### src/rtl/pwm_fade_sequencer_if.sv
//------------------------------------------------------------------------------
// Module      : pwm_fade_sequencer_if
// Description : Control/status bundle between a sequencer master and the
//               PWM fade sequencer.
// Revision    : 1.0 - initial release
//------------------------------------------------------------------------------
`default_nettype none

interface pwm_fade_sequencer_if #(
  parameter int NUM_CH = 5
);
  logic              start;
  logic              stop;
  logic [NUM_CH-1:0] ch_mask;
  logic              busy;
  logic [7:0]        level_out;
  logic [NUM_CH-1:0] ch_sel;
  logic              cycle_done;

  modport master (
    output start, stop, ch_mask,
    input  busy, level_out, ch_sel, cycle_done
  );

  modport slave (
    input  start, stop, ch_mask,
    output busy, level_out, ch_sel, cycle_done
  );
endinterface

`default_nettype wire

### src/rtl/pwm_fade_sequencer.sv
//------------------------------------------------------------------------------
// Module      : pwm_fade_sequencer
// Description : Ramps a shared 8-bit PWM level up/hold/down on each enabled
//               LED channel in turn. Optional macro PWM_GAMMA_EN squares the
//               output level for perceptual brightness.
// Revision    : 1.0 - initial release
//------------------------------------------------------------------------------
`default_nettype none

module pwm_fade_sequencer #(
  parameter int NUM_CH     = 5,
  parameter int DIV_W      = 16,
  parameter int HOLD_TICKS = 32
) (
  input  wire logic            ICE_CLK,
  input  wire logic            RST,
  pwm_fade_sequencer_if.slave  bus
);

  localparam int IW = $clog2(NUM_CH);
  localparam int HW = (HOLD_TICKS > 1) ? $clog2(HOLD_TICKS) : 1;
  localparam logic [HW-1:0] c_HOLD_LAST = HW'((HOLD_TICKS > 0) ? HOLD_TICKS - 1 : 0);

  localparam logic [2:0] c_S_IDLE = 3'd0;
  localparam logic [2:0] c_S_UP   = 3'd1;
  localparam logic [2:0] c_S_HOLD = 3'd2;
  localparam logic [2:0] c_S_DOWN = 3'd3;
  localparam logic [2:0] c_S_NEXT = 3'd4;

  logic [2:0]       r_state;
  logic [DIV_W-1:0] r_div;
  logic [7:0]       r_level;
  logic [HW-1:0]    r_hold;
  logic [IW-1:0]    r_ch_idx;
  logic             r_cd;

  logic             w_tick;
  logic [IW-1:0]    w_first;
  logic [IW-1:0]    w_next;
  logic             w_wrap;

  function automatic logic [IW-1:0] f_wrap(input int v);
    return IW'(v % NUM_CH);
  endfunction

  assign w_tick = (&r_div) && (r_state != c_S_IDLE);

  // Highest-priority match is the smallest forward distance from the current channel.
  always_comb begin
    w_first = '0;
    for (int i = NUM_CH - 1; i >= 0; i--) begin
      if (bus.ch_mask[i]) w_first = IW'(i);
    end
    w_next = r_ch_idx;
    for (int j = NUM_CH; j >= 1; j--) begin
      if (bus.ch_mask[f_wrap(int'(r_ch_idx) + j)]) w_next = f_wrap(int'(r_ch_idx) + j);
    end
    w_wrap = (w_next <= r_ch_idx);
  end

  always_ff @(posedge ICE_CLK) begin
    if (RST) begin
      r_state  <= c_S_IDLE;
      r_div    <= '0;
      r_level  <= 8'h00;
      r_hold   <= '0;
      r_ch_idx <= '0;
      r_cd     <= 1'b0;
    end else begin
      r_cd  <= 1'b0;
      r_div <= (r_state == c_S_IDLE) ? '0 : r_div + DIV_W'(1);
      if (bus.stop) begin
        r_state  <= c_S_IDLE;
        r_div    <= '0;
        r_level  <= 8'h00;
        r_hold   <= '0;
        r_ch_idx <= '0;
      end else begin
        case (r_state)
          c_S_IDLE: begin
            if (bus.start && (|bus.ch_mask)) begin
              r_state  <= c_S_UP;
              r_ch_idx <= w_first;
              r_level  <= 8'h00;
            end
          end
          c_S_UP: begin
            if (w_tick) begin
              r_level <= r_level + 8'd1;
              if (r_level == 8'hFE) begin
                r_hold  <= '0;
                r_state <= (HOLD_TICKS == 0) ? c_S_DOWN : c_S_HOLD;
              end
            end
          end
          c_S_HOLD: begin
            if (w_tick) begin
              if (r_hold == c_HOLD_LAST) r_state <= c_S_DOWN;
              else                       r_hold  <= r_hold + HW'(1);
            end
          end
          c_S_DOWN: begin
            if (w_tick) begin
              r_level <= r_level - 8'd1;
              if (r_level == 8'h01) r_state <= c_S_NEXT;
            end
          end
          c_S_NEXT: begin
            if (|bus.ch_mask) begin
              r_state  <= c_S_UP;
              r_ch_idx <= w_next;
              r_cd     <= w_wrap;
              r_level  <= 8'h00;
            end else begin
              r_state  <= c_S_IDLE;
              r_ch_idx <= '0;
            end
          end
          default: r_state <= c_S_IDLE;
        endcase
      end
    end
  end

  assign bus.busy       = (r_state != c_S_IDLE);
  assign bus.ch_sel     = bus.busy ? (NUM_CH'(1) << r_ch_idx) : '0;
  assign bus.cycle_done = r_cd;

`ifdef PWM_GAMMA_EN
  logic [15:0] w_sq;
  assign w_sq          = r_level * r_level;
  assign bus.level_out = w_sq[15:8];
`else
  assign bus.level_out = r_level;
`endif

endmodule

`default_nettype wire

### src/flat_wrapper.sv
// flat-port wrapper written by rule: the top's interface ports become plain ports
module pwm_fade_sequencer_flat 
#(
  parameter int NUM_CH     = 5,
  parameter int DIV_W      = 16,
  parameter int HOLD_TICKS = 32
)
  (ICE_CLK, RST, bus_start, bus_stop, bus_ch_mask, bus_busy, bus_level_out, bus_ch_sel, bus_cycle_done);
  pwm_fade_sequencer_if #(.NUM_CH(NUM_CH)) bus_i ();
  input  wire logic ICE_CLK;
  input  wire logic RST;
  input wire logic [$bits(bus_i.start)-1:0] bus_start;
  input wire logic [$bits(bus_i.stop)-1:0] bus_stop;
  input wire logic [$bits(bus_i.ch_mask)-1:0] bus_ch_mask;
  output wire logic [$bits(bus_i.busy)-1:0] bus_busy;
  output wire logic [$bits(bus_i.level_out)-1:0] bus_level_out;
  output wire logic [$bits(bus_i.ch_sel)-1:0] bus_ch_sel;
  output wire logic [$bits(bus_i.cycle_done)-1:0] bus_cycle_done;
  assign bus_i.start = bus_start;
  assign bus_i.stop = bus_stop;
  assign bus_i.ch_mask = bus_ch_mask;
  assign bus_busy = bus_i.busy;
  assign bus_level_out = bus_i.level_out;
  assign bus_ch_sel = bus_i.ch_sel;
  assign bus_cycle_done = bus_i.cycle_done;
  pwm_fade_sequencer #(.NUM_CH(NUM_CH), .DIV_W(DIV_W), .HOLD_TICKS(HOLD_TICKS)) u_core (.ICE_CLK(ICE_CLK), .RST(RST), .bus(bus_i));
endmodule
### config.mk
export PLATFORM = sky130hd
export DESIGN_NAME = pwm_fade_sequencer_flat
export DESIGN_NICKNAME = d
export VERILOG_FILES = /design/src/rtl/pwm_fade_sequencer_if.sv /design/src/rtl/pwm_fade_sequencer.sv /design/src/flat_wrapper.sv
export SDC_FILE = /design/constraint.sdc
export NUM_CORES = 1
export LEC_CHECK = 0
export CAP_MARGIN = 40
export CORE_ASPECT_RATIO = 2
export CORE_UTILIZATION = 35
export DETAILED_ROUTE_END_ITERATION = 10
export HOLD_SLACK_MARGIN = 0.08
export PLACE_DENSITY = 0.55
export SYNTH_ARGS = -nofsm -noshare
export SYNTH_HDL_FRONTEND = slang
export SYNTH_SLANG_ARGS = --single-unit
### constraint.sdc
create_clock -name ICE_CLK -period 6.6 [get_ports ICE_CLK]
set_input_delay 0.66 -clock ICE_CLK [delete_from_list [all_inputs] [get_ports ICE_CLK]]
set_output_delay 0.66 -clock ICE_CLK [all_outputs]
set_load 0.01 [all_outputs]
# ---- After elaboration in Yosys (flattened, before gate mapping)
# Cells that the tools add are included.
dict set report classes {
  n_reduce_logical 16
  n_bitwise 2
  n_lt_le_gt_ge 6
  muxes 43
  div_mod_pow 5
  add_sub_neg 9
  n_eq_ne 16
  shifts 1
}
# cell n
set op_table {}
lappend op_table {{remainder unit 32 x 4 -> 32 bit (second input constant)} 5}
lappend op_table {{2-to-1 mux 3 bit} 19}
lappend op_table {{2-to-1 mux 8 bit} 4}
lappend op_table {{case mux 8 bit (4 select lines)} 1}
lappend op_table {{2-to-1 mux 5 bit} 5}
lappend op_table {{less-than comparator 3 x 4 -> 1 bit (second input constant)} 5}
lappend op_table {{adder 16 x 1 -> 16 bit (second input constant)} 1}
lappend op_table {{AND reduction 16 bit} 1}
lappend op_table {{binary-select mux 1 bit (select 3 bit)} 5}
lappend op_table {{case mux 3 bit (5 select lines)} 1}
lappend op_table {{!= test 2 x 1 -> 1 bit (second input constant)} 7}
lappend op_table {{case mux 5 bit (2 select lines)} 1}
lappend op_table {{AND reduction 5 bit} 2}
lappend op_table {{adder 3 x 2 -> 4 bit (second input constant)} 2}
lappend op_table {{adder 3 x 3 -> 4 bit (second input constant)} 2}
lappend op_table {{adder 8 x 1 -> 8 bit (second input constant)} 1}
lappend op_table {{equality test 8 x 1 -> 1 bit (second input constant)} 1}
lappend op_table {{equality test 8 bit (second input constant)} 1}
lappend op_table {{subtractor 8 x 1 -> 8 bit (second input constant)} 1}
lappend op_table {{AND reduction 7 bit} 1}
lappend op_table {{equality test 3 x 2 -> 1 bit (second input constant)} 2}
lappend op_table {{2-to-1 mux 1 bit} 6}
lappend op_table {{case mux 3 bit (2 select lines)} 1}
lappend op_table {{adder 5 x 1 -> 5 bit (second input constant)} 1}
lappend op_table {{other kinds (18)} 22}
dict set report totals {
  regBits 36
  inputBits 9
}

# ---- Depth between registers and ports, before layout
# Gate-level depths: netlist (run 1).
dict set report depth {
  depth_word 11
  ltp_mapped 25
}

# ---- Worst setup path before layout (run 1)
# OpenSTA, ideal clock, no wires.
dict set report synth_timing {
  path_type {register to register}
  startpoint {register u_core.r_ch_idx[0]}
  endpoint {register u_core.r_cd (netlist: u_core.bus.cycle_done)}
  slack_ps 1384
  period_less_slack_ps 5216
  t_arrival_ps 5152
  n_path_buf 3
  path_stages_with_launch 24
  path_cell_list {dfxtp_1 > buf_4 > inv_2 > buf_4 > ha_1 > buf_2 > inv_2 > ha_1 > nor3_2 > nor2_1 > xnor2_2 > ha_1 > mux2_2 > o2111a_1 > a211oi_1 > a221o_1 > nor2b_1 > mux2_2 > o31ai_2 > ha_1 > a21o_1 > a21oi_1 > a31oi_1 > nor2_1}
}
dict set report synth_between {
  elab_chain_len 10
}
# element line
set synth_lines {}
lappend synth_lines {{start: declaration} pwm_fade_sequencer.sv:34} ;# logic [IW-1:0] r_ch_idx;
lappend synth_lines {{start signal: assignment} pwm_fade_sequencer.sv:83} ;# r_ch_idx <= w_first;
lappend synth_lines {{start signal: assignment} pwm_fade_sequencer.sv:111} ;# r_ch_idx <= w_next;
lappend synth_lines {{adder 3 x 3 -> 4 bit} pwm_fade_sequencer.sv:56} ;# if (bus.ch_mask[f_wrap(int'(r_ch_idx) + j)]) w_next = f_wrap(int'(r_ch_idx) + j);
lappend synth_lines {{remainder unit 32 x 4 -> 32 bit} pwm_fade_sequencer.sv:43} ;# return IW'(v % NUM_CH);
lappend synth_lines {{binary-select mux 1 bit (select 3 bit)} pwm_fade_sequencer.sv:56}
lappend synth_lines {{2-to-1 mux 1 bit (not written as such)} pwm_fade_sequencer.sv:56}
lappend synth_lines {{2-to-1 mux 3 bit (5 in series)} pwm_fade_sequencer.sv:56}
lappend synth_lines {{less-or-equal comparator 3 bit (*)} pwm_fade_sequencer.sv:58} ;# w_wrap = (w_next <= r_ch_idx);
lappend synth_lines {{end signal: assignment} pwm_fade_sequencer.sv:112} ;# r_cd <= w_wrap;
lappend synth_lines {{end: declaration} pwm_fade_sequencer.sv:35} ;# logic r_cd;
# Mark *: on every way between the ends. The rest lies on a longest branch, timed or not. The select of a mux whose other input is x is not followed.
# A chain may end at the register's enable or synchronous reset.

# ---- Worst setup path in the final report (run 1)
dict set report layout_timing {
  startpoint {register u_core.r_ch_idx[1]}
  endpoint {register u_core.r_cd (netlist: u_core.bus.cycle_done)}
}
# Same word-level chain as after synthesis.

==> results.txt, run 1 <==
----------------------------------------------------
[Die]
  Die area ... 12200 sq um
  Die outline height ... 155.2 um
  I/O Pins ... 24
  Row cnt ... 55
  Area of the core ... 11350 sq um
  Chip Width ... 78.61 um
  Initial cell density of the core ... 36.18%

[Critical path]
  Top cell by count, worst path ... sky130_fd_sc_hd__ha_1
  CP Data Arrival Time ... 5.88 ns
  Worst-path fanout max ... 15
  Required time reported for the critical path endpoint ... 6.82 ns
  Setup slack of the worst register-to-register path ... 0.94 ns
  CP max-delay cell ... sky130_fd_sc_hd__dfxtp_1
  Dominant delay contributor by cell family on the critical path ... adder cells
  Type of element capturing the critical path ... register
  Worst path cell trace ... inv_2 > ha_1 > ha_1 > inv_2 > ha_1 > nor3_2 > nor2_1 > xnor2_2 > ha_1 > mux2_2 > o2111a_1 > a211oi_1 > a221o_1 > nor2b_1 > mux2_2 > o31ai_2 > ha_1 > a21o_1 > a21oi_1 > a31oi_1 > nor2_1
  WP buf/inv ... 2
  Crit start category ... register
  Slowest cell delay on critical path ... 0.60 ns
  Startpoint-to-endpoint class of the critical path ... reg2reg

[Synthesis]
  Synth unique cells ... 75
  Number of warning messages in the yosys log ... 0
  Most frequently used flop master after synthesis ... sky130_fd_sc_hd__dfxtp_1
  Average size of a mapped cell ... 7.469 sq um
  Area leader, netlist ... sky130_fd_sc_hd__dfxtp_1
  Proportion of netlist area held by the largest area contributor ... 17.54%
  Sequential cell area fraction in the yosys report ... 17.54%
  Proportion of register bits with asynchronous set or reset after synthesis ... 0%
  Top cells by area, synth ... sky130_fd_sc_hd__dfxtp_1 (18%), sky130_fd_sc_hd__ha_1 (12%), sky130_fd_sc_hd__nand2_1 (4.9%), sky130_fd_sc_hd__a21oi_1 (4.9%), sky130_fd_sc_hd__nor2_1 (4.2%)
  Post-synthesis instance area ... 4108 sq um
  Mapped Nets ... 598
  Total of flip-flops plus latches after synthesis ... 36
  Number of flops mapped to enable cells by yosys ... 0
  Gate Count Post-Synth ... 550

[Status]
  Outcome ... completed

[Final layout]
  Share of final-layout standard cells stronger than drive strength 1 ... 7.899%
  Final Util ... 40.35%
  Antenna Diode Count ... 0
  Area grow syn2layout ... 11.54%
  Final-stage net count ... 604
  Finished Cell Area ... 4582 sq um

[Global route]
  Antenna violations before repair ... 0
  All-layer global routing usage ... 21.09%
  Number of global-route vias before repair ... 4109
  Residual overflow from global routing ... 0
  Wire length of the first global-routing pass ... 20030 um
  Maximum number of pins on one net before global-route repair ... 38

[Power and ir drop]
  Switching fraction of total power ... 33.27%
  Total power divided by cell area ... 163.7 nW/um^2
  Relative contribution of sequential cells to total power ... 29.6%
  Leakage power total ... 1.713 nW
  Part of the power in combinational logic ... 34.6%
  Internal power of the cells ... 0.5004 mW
  Switching power summed over all nets ... 0.2496 mW
  VDD IR-drop max ... 0.1480 mV
  Clock network power share ... 35.7%

[Clock network]
  Post-CTS Repair Setup Buffers ... 0
  Clock slew at the register clock pins of the worst setup and hold paths ... 0.05 ns
  Root Driver ... sky130_fd_sc_hd__clkbuf_16
  Insertion delay of the later-clocked pin in the worst-skew pair ... 0.28 ns
  Maximum level of the CTS H-tree ... 2
  Inserted Clock Buffers ... 5
  CTS Hold Bufs ... 0
  Quantity of gates resized following cts ... 0
  Clock tree from TritonCTS ... yes
  Sinks on the clock net ... 36
  Maximum number of buffers from clock root to sink ... 2

[Timing]
  Worst slew margin relative to its limit ... 56.16%
  Maximum clock frequency ... 0.1768 GHz
  Fin Setup TNS ... 0 ns
  Slew of the pin with the lowest slew margin ... 0.6567 ns
  Final Hold Vio Count ... 0
  Endpoints failing setup ... 0
  RSZ-0062 raised after global routing ... no
  Final period utilization ... 85.71%
  Time the final worst path needs with I/O delays and setup ... 5.657 ns
  Final Skew ... 0.002034 ns
  Pins over their slew limit ... 0

[Place]
  Post-detail-place hpwl ... 9601 um
  Placed Area ... 4418 sq um
  Final Wtd Congestion ... 0.9167
  Count of buffers inserted at the top-level ports ... 23

[Route]
  Routed len/inst ... 17.91 um
  Via/cell ratio ... 5.969
  First drt pass iteration count ... 4
  Number of vias in the routed layout ... 4172
  Number of remaining DRC errors ... 0
  WL final ... 12520 um
  Post-route antenna net violation count ... 0
  Violation count after the first detailed-route iteration ... 199

[Run]
  Maximum capacitance violations ... 0

[Min path]
  Worst min-delay path category ... reg2reg

----------------------------------------------------
==> layout make-up <==
class	count	area (sq um)
clock buffer	6	128.9
clock inverter	2	35.03
fill	1210	6773
inverter	27	103.9
multi-input combinational	460	3163
sequential	36	720.7
tap	142	177.7
timing repair buffer	26	252.7
==> through the flow <==
step	worst slack [ns]	power, mW	instances	hold WS [ns]
6_report	0.9430	0.7500	699	0.4464
5_1_grt	0.6323	0.7939	699	0.4865
4_1_cts	1.012	0.7568	699	0.4519
3_5_place_dp	1.046	0.4837	691	0.4387
3_3_place_gp	1.211	0.4800	691	0.4308
2_1_floorplan	1.384	0.4227	550	0.4179
==> metal layers <==
layer / track usage, % / wire length, um / up-vias
met3: 1.818 / 416 / 38
met4: 12.70 / 597 / 0
li1: - / - / 2030
met1: 19.61 / 4411 / 1982
met2: 42.36 / 7092 / 122
met5: 0 / 0 / -
==> logic make-up (layout without fill, tap and decap cells) <==
| logic type | count (synthesis) | in the layout | share of synthesized area [%] |
|---|---|---|---|
| adders and majority gates | 39 | 39 | 11.88 |
| AOI/OAI and AO/OA | 166 | 166 | 28.66 |
| xor gates and xnor gates | 23 | 23 | 5.087 |
| DFF | 36 | 36 | 17.54 |
| and+or+nand+nor | 219 | 219 | 27.63 |
| buffers and inverters | 54 | 61 | 5.452 |
| muxes | 13 | 13 | 3.746 |
==> Yosys cell counts, types with 4 or more instances <==
cell type and n:
sky130_fd_sc_hd__buf_2 9, sky130_fd_sc_hd__a21oi_1 40, sky130_fd_sc_hd__o211ai_1 10, sky130_fd_sc_hd__a2111oi_0 4, sky130_fd_sc_hd__mux2_2 6, sky130_fd_sc_hd__o21ai_1 5, sky130_fd_sc_hd__nand3_1 22, sky130_fd_sc_hd__or2_2 4
sky130_fd_sc_hd__xnor2_1 9, sky130_fd_sc_hd__nor2b_1 9, sky130_fd_sc_hd__nand4_1 9, sky130_fd_sc_hd__a21o_1 7, sky130_fd_sc_hd__nor3_1 12, sky130_fd_sc_hd__a31oi_1 7, sky130_fd_sc_hd__nor3b_1 5, sky130_fd_sc_hd__or3_1 5
sky130_fd_sc_hd__inv_2 5, sky130_fd_sc_hd__and2_1 9, sky130_fd_sc_hd__mux2i_1 5, sky130_fd_sc_hd__inv_1 21, sky130_fd_sc_hd__nor2_1 46, sky130_fd_sc_hd__a211oi_1 8, sky130_fd_sc_hd__nand2b_1 17, sky130_fd_sc_hd__ha_1 39
sky130_fd_sc_hd__dfxtp_1 36, sky130_fd_sc_hd__a221o_1 5, sky130_fd_sc_hd__and3_1 8, sky130_fd_sc_hd__nand2_1 54, sky130_fd_sc_hd__clkbuf_1 15, sky130_fd_sc_hd__a311oi_1 5, sky130_fd_sc_hd__xor2_1 13, sky130_fd_sc_hd__o21ai_0 28
==> power by group through the flow <==
stage / Combinational [mW] / Sequential [mW] / Clock [mW]
5_1_grt: 0.284 / 0.222 / 0.287
4_1_cts: 0.258 / 0.222 / 0.277
3_3_place_gp: 0.253 / 0.227 / 0
2_1_floorplan: 0.196 / 0.226 / 0
6_report: 0.260 / 0.222 / 0.268
3_5_place_dp: 0.257 / 0.227 / 0
==> state kept, by name, indices dropped and copies added, names as in the netlist <==
signal,count
u_core.bus.cycle_done,1
u_core.bus.level_out,8
u_core.r_ch_idx,3
u_core.r_div,16
u_core.r_hold,5
u_core.r_state,3
==> worst paths after layout <==
check,end,from,cells after the start
worst max-delay path,u_core.bus.cycle_done,u_core.r_ch_idx[1],21
worst max register to register,u_core.bus.cycle_done,u_core.r_ch_idx[1],21
worst min register to register,u_core.r_div[0],u_core.r_div[0],1
worst min-delay path,u_core.r_div[0],u_core.r_div[0],1
==> placed cells by master (no fill, tap or decap), types with 8 or more instances in the layout <==
master / netlist / routed
sky130_fd_sc_hd__and2_1: 9 / 9
sky130_fd_sc_hd__nor2_1: 46 / 46
sky130_fd_sc_hd__nand3_1: 22 / 22
sky130_fd_sc_hd__o21ai_0: 28 / 28
sky130_fd_sc_hd__nor2b_1: 9 / 9
sky130_fd_sc_hd__a211oi_1: 8 / 8
sky130_fd_sc_hd__a21oi_1: 40 / 40
sky130_fd_sc_hd__ha_1: 39 / 39
sky130_fd_sc_hd__and3_1: 8 / 8
sky130_fd_sc_hd__inv_1: 21 / 21
sky130_fd_sc_hd__dfxtp_1: 36 / 36
sky130_fd_sc_hd__clkdlybuf4s50_1: 0 / 23
sky130_fd_sc_hd__xnor2_1: 9 / 9
sky130_fd_sc_hd__o211ai_1: 10 / 10
sky130_fd_sc_hd__nand4_1: 9 / 9
sky130_fd_sc_hd__xor2_1: 13 / 13
sky130_fd_sc_hd__nand2_1: 54 / 54
sky130_fd_sc_hd__nand2b_1: 17 / 17
sky130_fd_sc_hd__nor3_1: 12 / 12
Note: power is estimated with default switching activity, not from simulation.
==> inputs of run 2 (changes only) <==
--- a/config.mk
+++ b/config.mk
@@ -8,6 +8,7 @@
 export CAP_MARGIN = 40
 export CORE_ASPECT_RATIO = 2
 export CORE_UTILIZATION = 35
+export CTS_BUF_LIST = sky130_fd_sc_hd__clkbuf_8
 export DETAILED_ROUTE_END_ITERATION = 10
 export HOLD_SLACK_MARGIN = 0.08
 export PLACE_DENSITY = 0.55
==> run 2 against run 1 <==
Effect of this change:
- first-iteration DRC count grew 14%
- non-clock buffer count unchanged
- clock power down 28%
- critical path depth unchanged
- wire length is 0.26% higher
- largest cell class unchanged
- worst hold slack better by 0.0067 ns
- sequential power hardly changed
- combinational power about the same
- final cell count unchanged
- critical endpoint unchanged
==> results.txt, run 2 (synthesis gave the netlist of run 1 again) <==
----------------------------------------------------
[Critical path]
  Type of element capturing the critical path ... register
  Worst-path fanout max ... 15 (unchanged)
  Slowest cell delay on critical path ... 0.61 ns (about the same)
  Worst path cell trace ... inv_2 > ha_1 > ha_1 > inv_2 > ha_1 > nor3_2 > nor2_1 > xnor2_2 > ha_1 > mux2_2 > o2111a_1 > a211oi_1 > a221o_1 > nor2b_1 > mux2_2 > o31ai_2 > ha_1 > a21o_1 > a21oi_1 > a31oi_1 > nor2_1
  WP buf/inv ... 2 (unchanged)
  CP max-delay cell ... sky130_fd_sc_hd__dfxtp_1
  Crit start category ... register
  CP Data Arrival Time ... 5.91 ns (+0.03 ns)
  Top cell by count, worst path ... sky130_fd_sc_hd__ha_1
  Required time reported for the critical path endpoint ... 6.84 ns (+0.02 ns)
  Startpoint-to-endpoint class of the critical path ... reg2reg
  Dominant delay contributor by cell family on the critical path ... adder cells

[Final layout]
  Finished Cell Area ... 4526 sq um (-1.2%)
  Antenna Diode Count ... 0 (unchanged)
  Most common cell after layout, fill and taps aside ... sky130_fd_sc_hd__nand2_1
  Leading cell types in the layout, fill and taps excluded ... sky130_fd_sc_hd__nand2_1 (54), sky130_fd_sc_hd__nor2_1 (46), sky130_fd_sc_hd__a21oi_1 (40), sky130_fd_sc_hd__ha_1 (39), sky130_fd_sc_hd__dfxtp_1 (36)
  Final-stage net count ... 604 (unchanged)
  Register name with the most flops ... u_core.r_div
  Area grow syn2layout ... 10.17%
  Largest register FFs ... 16 (unchanged)
  Share of final-layout standard cells stronger than drive strength 1 ... 7.899% (unchanged)

[Global route]
  Wire length of the first global-routing pass ... 19980 um (-0.24%)
  Maximum number of pins on one net before global-route repair ... 38 (unchanged)
  Residual overflow from global routing ... 0 (unchanged)
  Number of global-route vias before repair ... 4107 (-0.049%)
  Antenna violations before repair ... 0 (unchanged)
  All-layer global routing usage ... 21.01% (-0.085 points)

[Die]
  Die outline height ... 155.2 um (unchanged)
  I/O Pins ... 24 (unchanged)
  Die area ... 12200 sq um (unchanged)
  Row cnt ... 55 (unchanged)
  Initial cell density of the core ... 36.18% (unchanged)
  Chip Width ... 78.61 um (unchanged)
  Area of the core ... 11350 sq um (unchanged)

[Timing]
  Endpoints failing setup ... 0 (unchanged)
  Fin Setup TNS ... 0 ns (unchanged)
  Final Skew ... 0.004869 ns (+0.002835 ns)
  Worst slew margin relative to its limit ... 56.24% (+0.077 points)
  Fin Hold WS ... 0.4531 ns (+0.006737 ns)
  Pins over their slew limit ... 0 (unchanged)
  Final period utilization ... 86.00% (+0.28 points)
  Final Hold Vio Count ... 0 (unchanged)
  Slew of the pin with the lowest slew margin ... 0.6543 ns (-0.002306 ns)
  Time the final worst path needs with I/O delays and setup ... 5.676 ns (+0.01881 ns)
  Maximum clock frequency ... 0.1762 GHz (-0.33%)
  RSZ-0062 raised after global routing ... no

[Clock network]
  Inserted Clock Buffers ... 5 (unchanged)
  Post-CTS Repair Setup Buffers ... 0 (unchanged)
  CTS Hold Bufs ... 0 (unchanged)
  Clock slew at the register clock pins of the worst setup and hold paths ... 0.07 ns (+0.02 ns)
  Root Driver ... sky130_fd_sc_hd__clkbuf_8
  Maximum level of the CTS H-tree ... 2 (unchanged)
  Clock tree from TritonCTS ... yes
  Insertion delay of the later-clocked pin in the worst-skew pair ... 0.29 ns (about the same)
  Sinks on the clock net ... 36 (unchanged)
  Maximum number of buffers from clock root to sink ... 2 (unchanged)
  Quantity of gates resized following cts ... 0 (unchanged)

[Min path]
  Worst min-delay path category ... reg2reg

[Power and ir drop]
  Leakage power total ... 1.691 nW (-1.3%)
  Pwr Total ... 0.6774 mW (-9.7%)
  Total power divided by cell area ... 149.7 nW/um^2 (-8.6%)
  VDD IR-drop max ... 0.1182 mV (-20%)

[Route]
  Routed len/inst ... 17.95 um (+0.26%)
  Number of remaining DRC errors ... 0 (unchanged)
  Number of vias in the routed layout ... 4148 (-0.58%)
  Via/cell ratio ... 5.934 (-0.58%)
  Violation count after the first detailed-route iteration ... 226 (+14%)
  Post-route antenna net violation count ... 0 (unchanged)
  First drt pass iteration count ... 5 (+1)
  WL final ... 12550 um (+0.26%)

[Place]
  Placed Area ... 4418 sq um (unchanged)
  Final Wtd Congestion ... 0.9167 (unchanged)
  Post-detail-place hpwl ... 9601 um (unchanged)
  Count of buffers inserted at the top-level ports ... 23 (unchanged)

[Status]
  Outcome ... completed

[Run]
  Maximum capacitance violations ... 0 (unchanged)

----------------------------------------------------
[run 2: cell count changes in the layout (fill, tap and decap cells not counted), sizes merged]
cell / delta
clkbuf: -1
inv: +1
[run 2: area by class of cell]
type / instances / area [sq um]
Inverter: 27 / 103.9
Fill cell: 1211 / 6829
Sequential cell: 36 / 720.7
Clock inverter: 3 / 38.79
Multi-Input combinational cell: 460 / 3163
Tap cell: 142 / 177.7
Timing Repair Buffer: 26 / 252.7
Clock buffer: 5 / 68.82
[run 2: path summary, 6_finish.rpt]
path | cells past startpoint | end | start | slack (ns)
max | 21 | u_core.bus.cycle_done | u_core.r_ch_idx[1] | 0.92
min | 1 | u_core.r_div[0] | u_core.r_div[0] | 0.45
max reg2reg | 21 | u_core.bus.cycle_done | u_core.r_ch_idx[1] | 0.92
min reg2reg | 1 | u_core.r_div[0] | u_core.r_div[0] | 0.45
[run 2: report_power, final]
group	internal [mW]	switching, mW	total, mW	leakage (nW)
combinational	0.104	0.157	0.261	1.34
sequential	0.219	0.00322	0.222	0.290
clock	0.111	0.0838	0.194	0.0593
[run 2: per-layer routing]
layer | part of all wire, % | GRT usage, % | wire [um]
met3 | 2.3 | 1.466 | 290
met2 | 58 | 42.19 | 7219
met5 | 0 | 0 | 0
met1 | 36 | 19.69 | 4495
met4 | 4.3 | 12.79 | 543
[run 2: through the flow]
| stage | utilization (%) | setup slack [ns] | std cells |
|---|---|---|---|
| floorplan | - | 1.384 | 550 |
| detailed placement | 38.91 | 1.046 | 691 |
| finish | 39.86 | 0.9242 | 699 |
| global route | 39.86 | 0.6265 | 699 |
| CTS | 39.86 | 1.007 | 699 |
| global placement | 38.91 | 1.211 | 691 |
[run 2: worst register-to-register path, delay by kind of cell, from the launching register on]
family	cells	cell delay [ns]
adder cells (fa/ha/maj)	5	1.66
AO/OA/AOI/OAI	7	1.40
multiplexers	2	0.76
AND/OR/NAND/NOR	4	0.70
flip-flops	1	0.61
buffers and inverters	2	0.34
XOR/XNOR	1	0.19
